--- src/rtl/intersection_controller.sv ---
// Two-road intersection lamp sequencer with a pedestrian crossing over the main road.
// Moore FSM with a single down-counter timer; outputs decode only registered state.
module intersection_controller #(
  parameter int MAIN_GREEN_MIN = 8,
  parameter int SIDE_GREEN     = 6,
  parameter int YELLOW         = 3,
  parameter int ALL_RED        = 2,
  parameter int CNT_W          = 8
) (
  input  logic       clk_i,
  input  logic       rst_i,
  input  logic       side_sensor_i,
  input  logic       ped_req_i,
  output logic [2:0] main_light_o,
  output logic [2:0] side_light_o,
  output logic       ped_walk_o,
  output logic       ped_pending_o,
  output logic [2:0] phase_o
);

  // state  | meaning
  // MAIN_G | main green, side red (rests here without demand)
  // MAIN_Y | main yellow, side red
  // CLR_A  | all red before side green
  // SIDE_G | main red, side green, walk may be active
  // SIDE_Y | main red, side yellow
  // CLR_B  | all red before main green (reset state)
  typedef enum logic [2:0] {
    MAIN_G = 3'd0,
    MAIN_Y = 3'd1,
    CLR_A  = 3'd2,
    SIDE_G = 3'd3,
    SIDE_Y = 3'd4,
    CLR_B  = 3'd5
  } state_e;

  localparam logic [2:0] LAMP_R = 3'b100;
  localparam logic [2:0] LAMP_G = 3'b010;
  localparam logic [2:0] LAMP_Y = 3'b001;

  state_e           state_q, state_d;
  logic [CNT_W-1:0] timer_q, timer_d, load_val;
  logic             walk_q, walk_d;
  logic             pend_q, pend_d;
  logic             tc;

  assign tc = (timer_q == '0);

  always_ff @(posedge clk_i or posedge rst_i) begin
    if (rst_i) begin
      state_q <= CLR_B;
      timer_q <= CNT_W'(ALL_RED - 1);
      walk_q  <= 1'b0;
      pend_q  <= 1'b0;
    end else begin
      state_q <= state_d;
      timer_q <= timer_d;
      walk_q  <= walk_d;
      pend_q  <= pend_d;
    end
  end

  always_comb begin
    state_d = state_q;
    case (state_q)
      MAIN_G:  if (tc && (side_sensor_i || pend_q)) state_d = MAIN_Y;
      MAIN_Y:  if (tc) state_d = CLR_A;
      CLR_A:   if (tc) state_d = SIDE_G;
      SIDE_G:  if (tc) state_d = SIDE_Y;
      SIDE_Y:  if (tc) state_d = CLR_B;
      CLR_B:   if (tc) state_d = MAIN_G;
      default: state_d = CLR_B;
    endcase
  end

  always_comb begin
    load_val = CNT_W'(ALL_RED - 1);
    case (state_d)
      MAIN_G:         load_val = CNT_W'(MAIN_GREEN_MIN - 1);
      MAIN_Y, SIDE_Y: load_val = CNT_W'(YELLOW - 1);
      SIDE_G:         load_val = CNT_W'(SIDE_GREEN - 1);
      default:        load_val = CNT_W'(ALL_RED - 1);
    endcase
  end

  // Illegal codes always differ from CLR_B, so they take the reload path too.
  always_comb begin
    timer_d = timer_q;
    if (state_d != state_q)  timer_d = load_val;
    else if (!tc)            timer_d = timer_q - CNT_W'(1);
  end

  // Entering SIDE_G consumes the request, including one arriving that same cycle.
  always_comb begin
    pend_d = pend_q | ped_req_i;
    walk_d = walk_q;
    if (state_d == SIDE_G && state_q != SIDE_G) begin
      walk_d = pend_q | ped_req_i;
      pend_d = 1'b0;
    end else if (state_q == SIDE_G && state_d != SIDE_G) begin
      walk_d = 1'b0;
    end
  end

  always_comb begin
    main_light_o = LAMP_R;
    side_light_o = LAMP_R;
    case (state_q)
      MAIN_G:  main_light_o = LAMP_G;
      MAIN_Y:  main_light_o = LAMP_Y;
      SIDE_G:  side_light_o = LAMP_G;
      SIDE_Y:  side_light_o = LAMP_Y;
      default: ;
    endcase
  end

  assign ped_walk_o    = walk_q;
  assign ped_pending_o = pend_q;
  assign phase_o       = state_q;

endmodule

--- config.mk ---
export PLATFORM = sky130hd
export DESIGN_NAME = intersection_controller
export DESIGN_NICKNAME = d
export VERILOG_FILES = /design/src/rtl/intersection_controller.sv
export SDC_FILE = /design/constraint.sdc
export NUM_CORES = 1
export LEC_CHECK = 0
export CAP_MARGIN = 30
export CORE_AREA = 5 5 63 65
export DETAILED_ROUTE_END_ITERATION = 10
export DIE_AREA = 0 0 68 70
export DONT_BUFFER_PORTS = 1
export HOLD_SLACK_MARGIN = 0.05
export PLACE_DENSITY = 0.41
export SLEW_MARGIN = 20
export SYNTH_ARGS = -nofsm -noshare
export SYNTH_HDL_FRONTEND = slang
export SYNTH_SLANG_ARGS = --single-unit
--- constraint.sdc ---
create_clock -name clk_i -period 5 [get_ports clk_i]
set_input_delay 0.75 -clock clk_i [delete_from_list [all_inputs] [get_ports clk_i]]
set_output_delay 0.75 -clock clk_i [all_outputs]
set_load 0.02 [all_outputs]
# After elaboration in Yosys (flattened, before gate mapping)

Cells that the tools add are included.

Flip-flop bits (word level): 13
Bits of input ports: 4
Word-level logic and storage cells: 42

Add/subtract/negate cells: 1
Equal/unequal tests: 12
Muxes and demuxes: 15
Bitwise gates (word level): 1
Reductions and logical operators: 9

Operators by type and width:

| kind                                                   | number |
|---|---|
| two-way mux 3 bit                                      | 6 |
| one-hot mux 3 bit (6 select lines)                     | 1 |
| two-way mux 8 bit                                      | 2 |
| one-hot mux 3 bit (2 select lines)                     | 2 |
| equality test 3 x 2 -> 1 bit (second input constant)   | 3 |
| equality test 3 bit (second input constant)            | 3 |
| one-hot mux 3 bit (3 select lines)                     | 1 |
| zero test 8 bit                                        | 1 |
| subtractor 8 x 1 -> 8 bit (second input constant)      | 1 |
| equality test 3 x 1 -> 1 bit (second input constant)   | 2 |
| zero test 3 bit                                        | 2 |
| inequality test 3 x 2 -> 1 bit (second input constant) | 2 |
| logical AND 1 bit                                      | 3 |
| two-way mux 1 bit                                      | 3 |
| inequality test 3 bit                                  | 1 |
| inequality test 2 x 1 -> 1 bit (second input constant) | 1 |
| nonzero test 2 bit                                     | 1 |
| OR reduction 2 bit                                     | 1 |
| logical OR 1 bit                                       | 1 |
| OR 1 bit                                               | 1 |

# Depth between registers and ports, before layout

Gate-level depths: netlist of the first run.

Depth in word-level cells: 8
Mapped depth: 9
Mapped depth without buffers: 9

# Least setup slack after synthesis of the first run

No wires, ideal clock.

Path type: register to output
Start point: register state_q[0], in the netlist phase_o[0]
End point: output port side_light_o[2]
Arrival: 1.557 ns
Required time: 4.250 ns
Slack: 2.693 ns
Cell stages (with the launch flop): 5
Cells stage by stage: dfstp_2 -> clkbuf_1 -> inv_1 -> nor2_1 -> nor2_1

Longest elaborated chain between the ends: 2

Ends and longest elaborated chain:

| element                                                             | line | text |
|---|---|---|
| start: declaration                                                  | 41   | `state_e state_q, state_d;` |
| start signal: assignment                                            | 56   | `state_q <= state_d;` |
| equality test 3 bit or equality test 3 x 2 -> 1 bit (tied branches) | 108  | `case (state_q)` |
| one-hot mux 3 bit (2 select lines) (*)                              | 108  |  |
| end: declaration                                                    | 15   | `output logic [2:0] side_light_o,` |

Mark *: on every way between the ends. The rest lies on a longest branch, timed or not.

# Final worst setup path of the first run

Same ends and word-level chain as after synthesis.

==> reports/qor.yml, run 1 <==
drc_errors: 0
cts_tree: "yes"
drt-total-wl_microns: 1720
outcome: "finished clean"
yosys.area.top_type_share: 0.311
overflow: 0
grt_pass1_vias: 619
cts-root-buf: "clkbuf_4"
synthArstFlopShare: 1.00
wl_met3_microns: 101
cts_resized: 0
cts_post_setup_buffers_inserted: 0
ios: 15
drive_above_1_share: 0.180
hold_buffers: 0
viasPerCell: 4.68
r2r_end: "ped_walk_o$_DFFE_PP0P_"
m1WireLength_microns: 820
cts_max_path_buffers: 2
place_hpwl_microns: 1290
numCtsBuffers: 3
tns_ns: 0
post-route-period-util: 0.508
grt_pass1_wl_microns: 2860
crit_path_end_kind: "output port"
r2r-start: "timer_q[3]$_DFFE_PP0P_"
clk_pin_slew_ns: 0.08
antenna_left: 0
startpoint_type: "flop"
rows: 21
peakVddDrop_v: 0.000268
r2r_slack_ns: 2.82
vias: 632
io_buffers: 0
core_sq_um: 3280
slew_headroom: 0.642
syn-num-nets: 95
synth_area_leader_cell: "dfrtp_1"
hold_viol_final: 0
synth_edf_count: 0
antenna_found_initial: 0
drtPass1Iterations: 4
worstPathRequired_ns: 4.25
utilization: 0.264
maxCapViolations: 0
drtIter0Drc: 9
finalMaxSlewViolations: 0
synth_area_sq_um: 805
ff2ff_path_depth: 6
ys_seq_elements: 13
rsz0062_at_grt: "false"
area_delta_synth_final_pct: 7.78
max_freq_mhz: 393
met2WireLength_microns: 784
critical_path_class: "flop to output port"
worstPathArrival_ns: 1.79
p_leak_nw: 0.336
globalRouteTotalUtil: 0.0781
post-route-min-period_ns: 2.54
fin_nets: 96
clock_skew_ns: 0.00226
topRoutingLayerUsed: "met4"
crit_fanout: 12
yosys_most_used_dff: "dfrtp_1"
worst_pin_slew_ns: 0.535
cellPowerDensity_nw_per_um2: 584
clkSinkCount: 13
synth_cell_type_count: 38
final_cell_mix: "10 x nor2_1, 10 x dfrtp_1, 7 x o21ai_0"
wl_per_cell_microns: 12.8
synth_top_cells_by_area: "dfrtp_1 31%, dfstp_2 9.8%, nor2_1 4.7%"
antenna_cells: 0
fp.dieArea_sq_um: 4760
grt_max_degree: 14
yosysWarnings: 0
cts.htree.levels: 1
syn_avg_cell_area_sq_um: 9.04
setup_violations: 0
insertion_delay_ns: 0.27
dieWidth_microns: 68
gp_congestion: 0.679
synth_seq_area_share: 0.409
hp-class: "primary input to asynchronous set/reset pin"
initial_core_util: 0.245
die_h_microns: 70
netlist_instances: 89
==> how the worst max path moves through the flow <==
stage          cells after the start               to  slack, ns            startpoint
2_1_floorplan                      4  side_light_o[2]       2.69  phase_o[0]$_DFF_PP1_
3_3_place_gp                       3  side_light_o[2]       2.83  phase_o[1]$_DFF_PP0_
3_5_place_dp                       3  side_light_o[2]       2.78  phase_o[0]$_DFF_PP1_
4_1_cts                            3  side_light_o[2]       2.47  phase_o[0]$_DFF_PP1_
5_1_grt                            3  side_light_o[2]       2.35  phase_o[0]$_DFF_PP1_
6_report                           3  side_light_o[2]       2.46  phase_o[0]$_DFF_PP1_
==> state kept, by name, indices dropped and copies added (netlist names) <==
signal,flops
ped_pending_o,1
ped_walk_o,1
phase_o,3
timer_q,8
==> through the flow <==
| stage | area [sq um] | hold slack, ns | cells | total power, W | setup slack (ns) |
|---|---|---|---|---|---|
| floorplan | 805 | 0.517 | 89 | 0.000406 | 2.69 |
| global placement | 840 | 0.548 | 131 | 0.000445 | 2.83 |
| detailed placement | 840 | 0.551 | 131 | 0.000444 | 2.78 |
| CTS | 867 | 0.398 | 135 | 0.000515 | 2.47 |
| global route | 867 | 0.422 | 135 | 0.000550 | 2.35 |
| finish | 867 | 0.384 | 135 | 0.000506 | 2.46 |
==> worst max-delay path, stage by stage (launching register included) <==
cell     delay, ns
dfstp_2       0.71
inv_1         0.12
nor2_1        0.45
nor2_1        0.23
==> kinds of logic after synthesis <==
group	after synthesis	synth area share
flops	13	0.409
mux	2	0.0264
xor+xnor	2	0.0218
simple gates	38	0.280
buf+inv	10	0.0560
fa+ha+maj	2	0.0311
compound gates	22	0.176
==> cell usage after synthesis (2+ instances only) <==
master,number
dfrtp_1,10
nor2_1,10
o21ai_0,7
a21oi_1,6
inv_1,6
nand2_1,5
nor3_1,4
clkbuf_1,3
dfstp_2,3
or3_1,3
a211oi_1,2
ha_1,2
nand3b_1,2
or2_2,2
==> metal layers <==
| layer | vias up | global-route usage |
|---|---|---|
| li1 | 319 | - |
| met2 | 13 | 0.115 |
| met4 | 0 | 0.0397 |
| met5 | - | 0 |
| met3 | 2 | 0.0208 |
| met1 | 298 | 0.103 |
==> power by group <==
group / leakage (nW) / total (W) / switching, W / internal (W)
Combinational: 0.163 / 0.000198 / 0.000115 / 0.0000826
Clock: 0.0177 / 0.0000657 / 0.0000361 / 0.0000296
Sequential: 0.156 / 0.000243 / 0.0000870 / 0.000156
Total: 0.336 / 0.000506 / 0.000238 / 0.000268
==> layout make-up <==
| type | count | area [sq um] |
|---|---|---|
| multi-input combinational | 66 | 430 |
| clock buffer | 3 | 22.5 |
| tap | 46 | 57.6 |
| clock inverter | 1 | 5.00 |
| sequential | 13 | 329 |
| fill | 368 | 2420 |
| inverter | 6 | 22.5 |
(Power assumes the default switching activity.)
==> inputs of run 2 (changes only) <==
- clock period: 5 -> 2.55 ns (I/O delays scaled with it)
==> run 2 against run 1 <==
Compared with the run above: clock power increased by 98%; clock skew increased by 0.0026 ns; utilization increased by 0.50 points; sequential share of layout area is 0.70 points lower; design area rose by 1.9%.
==> reports/qor.yml, run 2 (synthesis results as in run 1) <==
outcome: "finished clean"
final_cell_mix: "10 x nor2_1, 10 x dfrtp_1, 7 x o21ai_0"
hp-class: "primary input to flop"
cts-root-buf: "clkbuf_4"
startpoint_type: "flop"
crit_path_end_kind: "flop"
wl_per_cell_microns: 12.9
gp_congestion: 0.683
drt-total-wl_microns: 1770
drtPass1Iterations: 4
viasPerCell: 4.80
worstPathArrival_ns: 2.28
finalMaxSlewViolations: 0
layout_setup_ws_ns: 0.427
antenna_cells: 0
post-route-min-period_ns: 2.12
insertion_delay_ns: 0.28
hold_viol_final: 0
busiest_layer: "met2"
area_delta_synth_final_pct: 9.80
max_freq_mhz: 471
drive_above_1_share: 0.176
cts_post_setup_buffers_inserted: 0
grt_use_met1: 0.101
largest_reg_flops: 8
clock_skew_ns: 0.00490
clk_pin_slew_ns: 0.08
cts_tree: "yes"
worst_pin_slew_ns: 0.516
stdcell_count: 137
core_sq_um: 3280
grt_max_degree: 14
dieWidth_microns: 68
ios: 15
place_ws_ns: 0.411
regMostFlops: "timer_q"
cts_max_path_buffers: 2
met3_usage: 0.0353
antenna_left: 0
cts.htree.levels: 1
rows: 21
setup_violations: 0
post-route-period-util: 0.833
vias: 657
slew_headroom: 0.656
maxCapViolations: 0
fp.dieArea_sq_um: 4760
critical_path_class: "flop to flop"
dp.cells: 132
tns_ns: 0
io_buffers: 0
drtIter0Drc: 3
die_h_microns: 70
numCtsBuffers: 3
peakVddDrop_v: 0.000426
grt_pass1_wl_microns: 3100
rsz0062_at_grt: "false"
fin_nets: 98
globalRouteTotalUtil: 0.0864
initial_core_util: 0.245
grt_pass1_vias: 680
drc_errors: 0
use_met2: 0.132
clkSinkCount: 13
cellPowerDensity_nw_per_um2: 1130
p_leak_nw: 0.343
crit_fanout: 8
utilization: 0.269
worstPathRequired_ns: 2.71
overflow: 0
place_hpwl_microns: 1330
antenna_found_initial: 0
run 2: cell types whose count changed in the layout (fill, tap and decap cells not counted), sizes merged:
cell | before | now
buf | 0 | 1
clkbuf | 3 | 4
clkinv | 1 | 0
dlygate4sd3 | 0 | 1
run 2: timing repair:
item,4_1_cts,5_1_grt
resized for setup,0,0
endpoints found under the setup margin,0,0
hold endpoints to repair,10,0
hold buffers,1,0
run 2: report_power, final:
group / internal [W] / switching, W / total, W
combinational: 0.000166 / 0.000223 / 0.000388
clock: 0.0000606 / 0.0000697 / 0.000130
sequential: 0.000306 / 0.000176 / 0.000482
run 2: critical path: stages (launching register included):
cell	delay [ns]
dfrtp_1	0.45
or4_4	0.61
nor3_4	0.33
xnor2_1	0.16
nor2_1	0.05
ha_1	0.28
nand2_1	0.06
o21ai_0	0.07
run 2: cell type report:
| cell class | instances | area (sq um) |
|---|---|---|
| inverters | 6 | 22.5 |
| clock buffers | 4 | 26.3 |
| flip-flops and latches | 13 | 329 |
| fillers | 375 | 2400 |
| multi-input cells | 66 | 430 |
| well taps | 46 | 57.6 |
| repair buffers | 2 | 17.5 |
run 2: metal layers:
| layer | vias up | wire, microns |
|---|---|---|
| met3 | 4 | 123 |
| li1 | 326 | - |
| met1 | 309 | 805 |
| met5 | - | 0 |
| met2 | 18 | 805 |
| met4 | 0 | 31 |
run 2: worst paths after layout:
check                                        from                       to  slack (ns)  cells past startpoint
max                        timer_q[3]$_DFFE_PP0P_   ped_walk_o$_DFFE_PP0P_        0.43                      7
min                                     ped_req_i  ped_pending_o$_DFF_PP0_        0.25                      2
max reg2reg                timer_q[3]$_DFFE_PP0P_   ped_walk_o$_DFFE_PP0P_        0.43                      7
min reg2reg                timer_q[6]$_DFFE_PP0P_   timer_q[6]$_DFFE_PP0P_        0.57                      2
max in group asynchronous                   rst_i     phase_o[2]$_DFF_PP1_        1.61                      2
min in group asynchronous                   rst_i   timer_q[6]$_DFFE_PP0P_        0.57                      2
run 2: through the flow:
stage / instance area (sq um) / hold WS, ns / total power, W
6_report: 883 / 0.252 / 0.00100
5_1_grt: 883 / 0.244 / 0.00110
4_1_cts: 883 / 0.245 / 0.00102
3_5_place_dp: 847 / 0.346 / 0.000879
3_3_place_gp: 847 / 0.348 / 0.000881
2_1_floorplan: 805 / 0.257 / 0.000795
==> inputs of run 3 (changes only) <==
- clock period: 2.55 -> 2.2 ns (I/O delays scaled with it)
==> run 3 against run 2 <==
Compared with the run above: final cell count is 2.9% higher; clock power is 18% higher; critical path type unchanged; total power rose by 20%; critical path depth stayed put; non-clock buffer count rose by 4; largest cell class unchanged; worst setup slack got worse by 0.26 ns; fmax rose by 4.4%; global-route usage down 0.12 points; via count is 1.1% higher; sequential cell count stayed put; routed wire length increased by 1.5%.
==> reports/qor.yml, run 3 (synthesis results as in run 1) <==
area_delta_synth_final_pct: 13.7
cp_cell_sequence: "or4_4 -> nor3_4 -> xnor2_1 -> nor2_1 -> ha_1 -> nand2_1 -> o21ai_0"
place_hpwl_microns: 1400
overflow: 0
worstPathRequired_ns: 2.37
io_buffers: 0
hold_depth: 2
setup_violations: 0
hold_viol_final: 0
grt_pass1_wl_microns: 3080
p_switching_w: 0.000559
worstPathArrival_ns: 2.20
layout_setup_ws_ns: 0.166
maxCapViolations: 0
wl_per_cell_microns: 12.7
initial_core_util: 0.245
crit_fanout: 6
hp-class: "primary input to flop"
max_freq_mhz: 492
p_leak_nw: 0.366
insertion_delay_ns: 0.28
wl_met3_microns: 92
drtIter0Drc: 22
drtPass1Iterations: 4
outcome: "finished clean"
cp_slowest_cell: "or4_4"
final_area_sq_um: 915
peakVddDrop_v: 0.000635
grt_max_degree: 14
tns_ns: 0
post-route-period-util: 0.924
p_int_w: 0.000639
clock_skew_ns: 0.00157
vias: 664
place_ws_ns: 0.161
ff2ff_path_depth: 7
ios: 15
cts_tree: "yes"
finalMaxSlewViolations: 0
placed_area_sq_um: 877
grt_pass1_vias: 678
core_sq_um: 3280
antenna_left: 0
rsz0062_at_grt: "false"
crit_path_end_kind: "flop"
fp.dieArea_sq_um: 4760
slowest_delay_ns: 0.58
largest_reg_flops: 8
fin_nets: 102
met2WireLength_microns: 819
worst_pin_slew_ns: 0.500
clk_pin_slew_ns: 0.08
hold_slack_ns: 0.191
clkPwrFrac: 0.128
numCtsBuffers: 3
cellPowerDensity_nw_per_um2: 1310
rows: 21
combPwrFrac: 0.442
power_frac_seq: 0.430
gp_congestion: 0.793
r2r_slack_ns: 0.17
m1WireLength_microns: 829
cts.htree.levels: 1
switching_share: 0.466
drive_above_1_share: 0.221
slew_headroom: 0.666
antenna_cells: 0
dieWidth_microns: 68
cts_max_path_buffers: 2
n_fill_cell: 361
die_h_microns: 70
clkSinkCount: 13
regMostFlops: "timer_q"
startpoint_type: "flop"
cts-root-buf: "clkbuf_4"
post-route-min-period_ns: 2.03
viasPerCell: 4.71
drc_errors: 0
critical_path_class: "flop to flop"
final_cell_mix: "10 x nor2_1, 10 x dfrtp_1, 7 x o21ai_0"
cts_resized: 0
topRoutingLayerUsed: "met4"
antenna_found_initial: 0
utilization: 0.278
globalRouteTotalUtil: 0.0853
drt-total-wl_microns: 1790
-- run 3: cell types whose count changed in the layout (fill, tap and decap cells not counted), sizes merged --
cell and delta:
clkbuf -1, clkinv +1, buf +4
-- run 3: worst max-delay path: cells and delay by family, from the launching register on --
kind,cells,cell delay [ns]
and+or+nand+nor,4,0.97
DFF,1,0.44
adders and majority gates,1,0.28
xor gates and xnor gates,1,0.15
AOI/OAI and AO/OA,1,0.07
-- run 3: path summary, 6_finish.rpt --
| path | end | start |
|---|---|---|
| worst max-delay path | ped_walk_o$_DFFE_PP0P_ | timer_q[4]$_DFFE_PP0P_ |
| worst min-delay path | ped_pending_o$_DFF_PP0_ | ped_req_i |
| worst max register to register | ped_walk_o$_DFFE_PP0P_ | timer_q[4]$_DFFE_PP0P_ |
| worst min register to register | timer_q[6]$_DFFE_PP0P_ | timer_q[6]$_DFFE_PP0P_ |
| max in group asynchronous | phase_o[2]$_DFF_PP1_ | rst_i |
| min in group asynchronous | timer_q[5]$_DFFE_PP0P_ | rst_i |
-- run 3: power by group through the flow --
stage               sequential [W]  clock, W  combinational, W
finish                    0.000515  0.000153          0.000529
global route              0.000540  0.000169          0.000599
CTS                       0.000517  0.000162          0.000536
detailed placement        0.000524         0          0.000531
global placement          0.000522         0          0.000528
floorplan                 0.000478         0          0.000444
-- run 3: final cells by class --
type                    count  area [sq um]  share of cell area
multi-input cells          66           430               0.471
flip-flops and latches     13           329               0.360
well taps                  46          57.6              0.0629
inverters                   6          22.5              0.0246
repair buffers              6          47.5              0.0520
clock inverters             1          5.00             0.00547
clock buffers               3          22.5              0.0246
-- run 3: per-layer routing --
metal  track usage  vias to the layer above
met1         0.109                      310
met3        0.0256                        5
li1              -                      331
met4        0.0530                        0
met5             0                        -
met2         0.122                       18
-- run 3: metrics by stage --
step | std cells | total power, W
after global placement | 136 | 0.00105
after detailed placement | 136 | 0.00105
final | 141 | 0.00120
after CTS | 141 | 0.00121
after floorplan | 89 | 0.000922
after global routing | 141 | 0.00131
-- run 3: repair_timing --
action / CTS / global route
hold endpoints to repair: 10 / 0
hold buffers: 1 / 0
setup buffers: 0 / 0
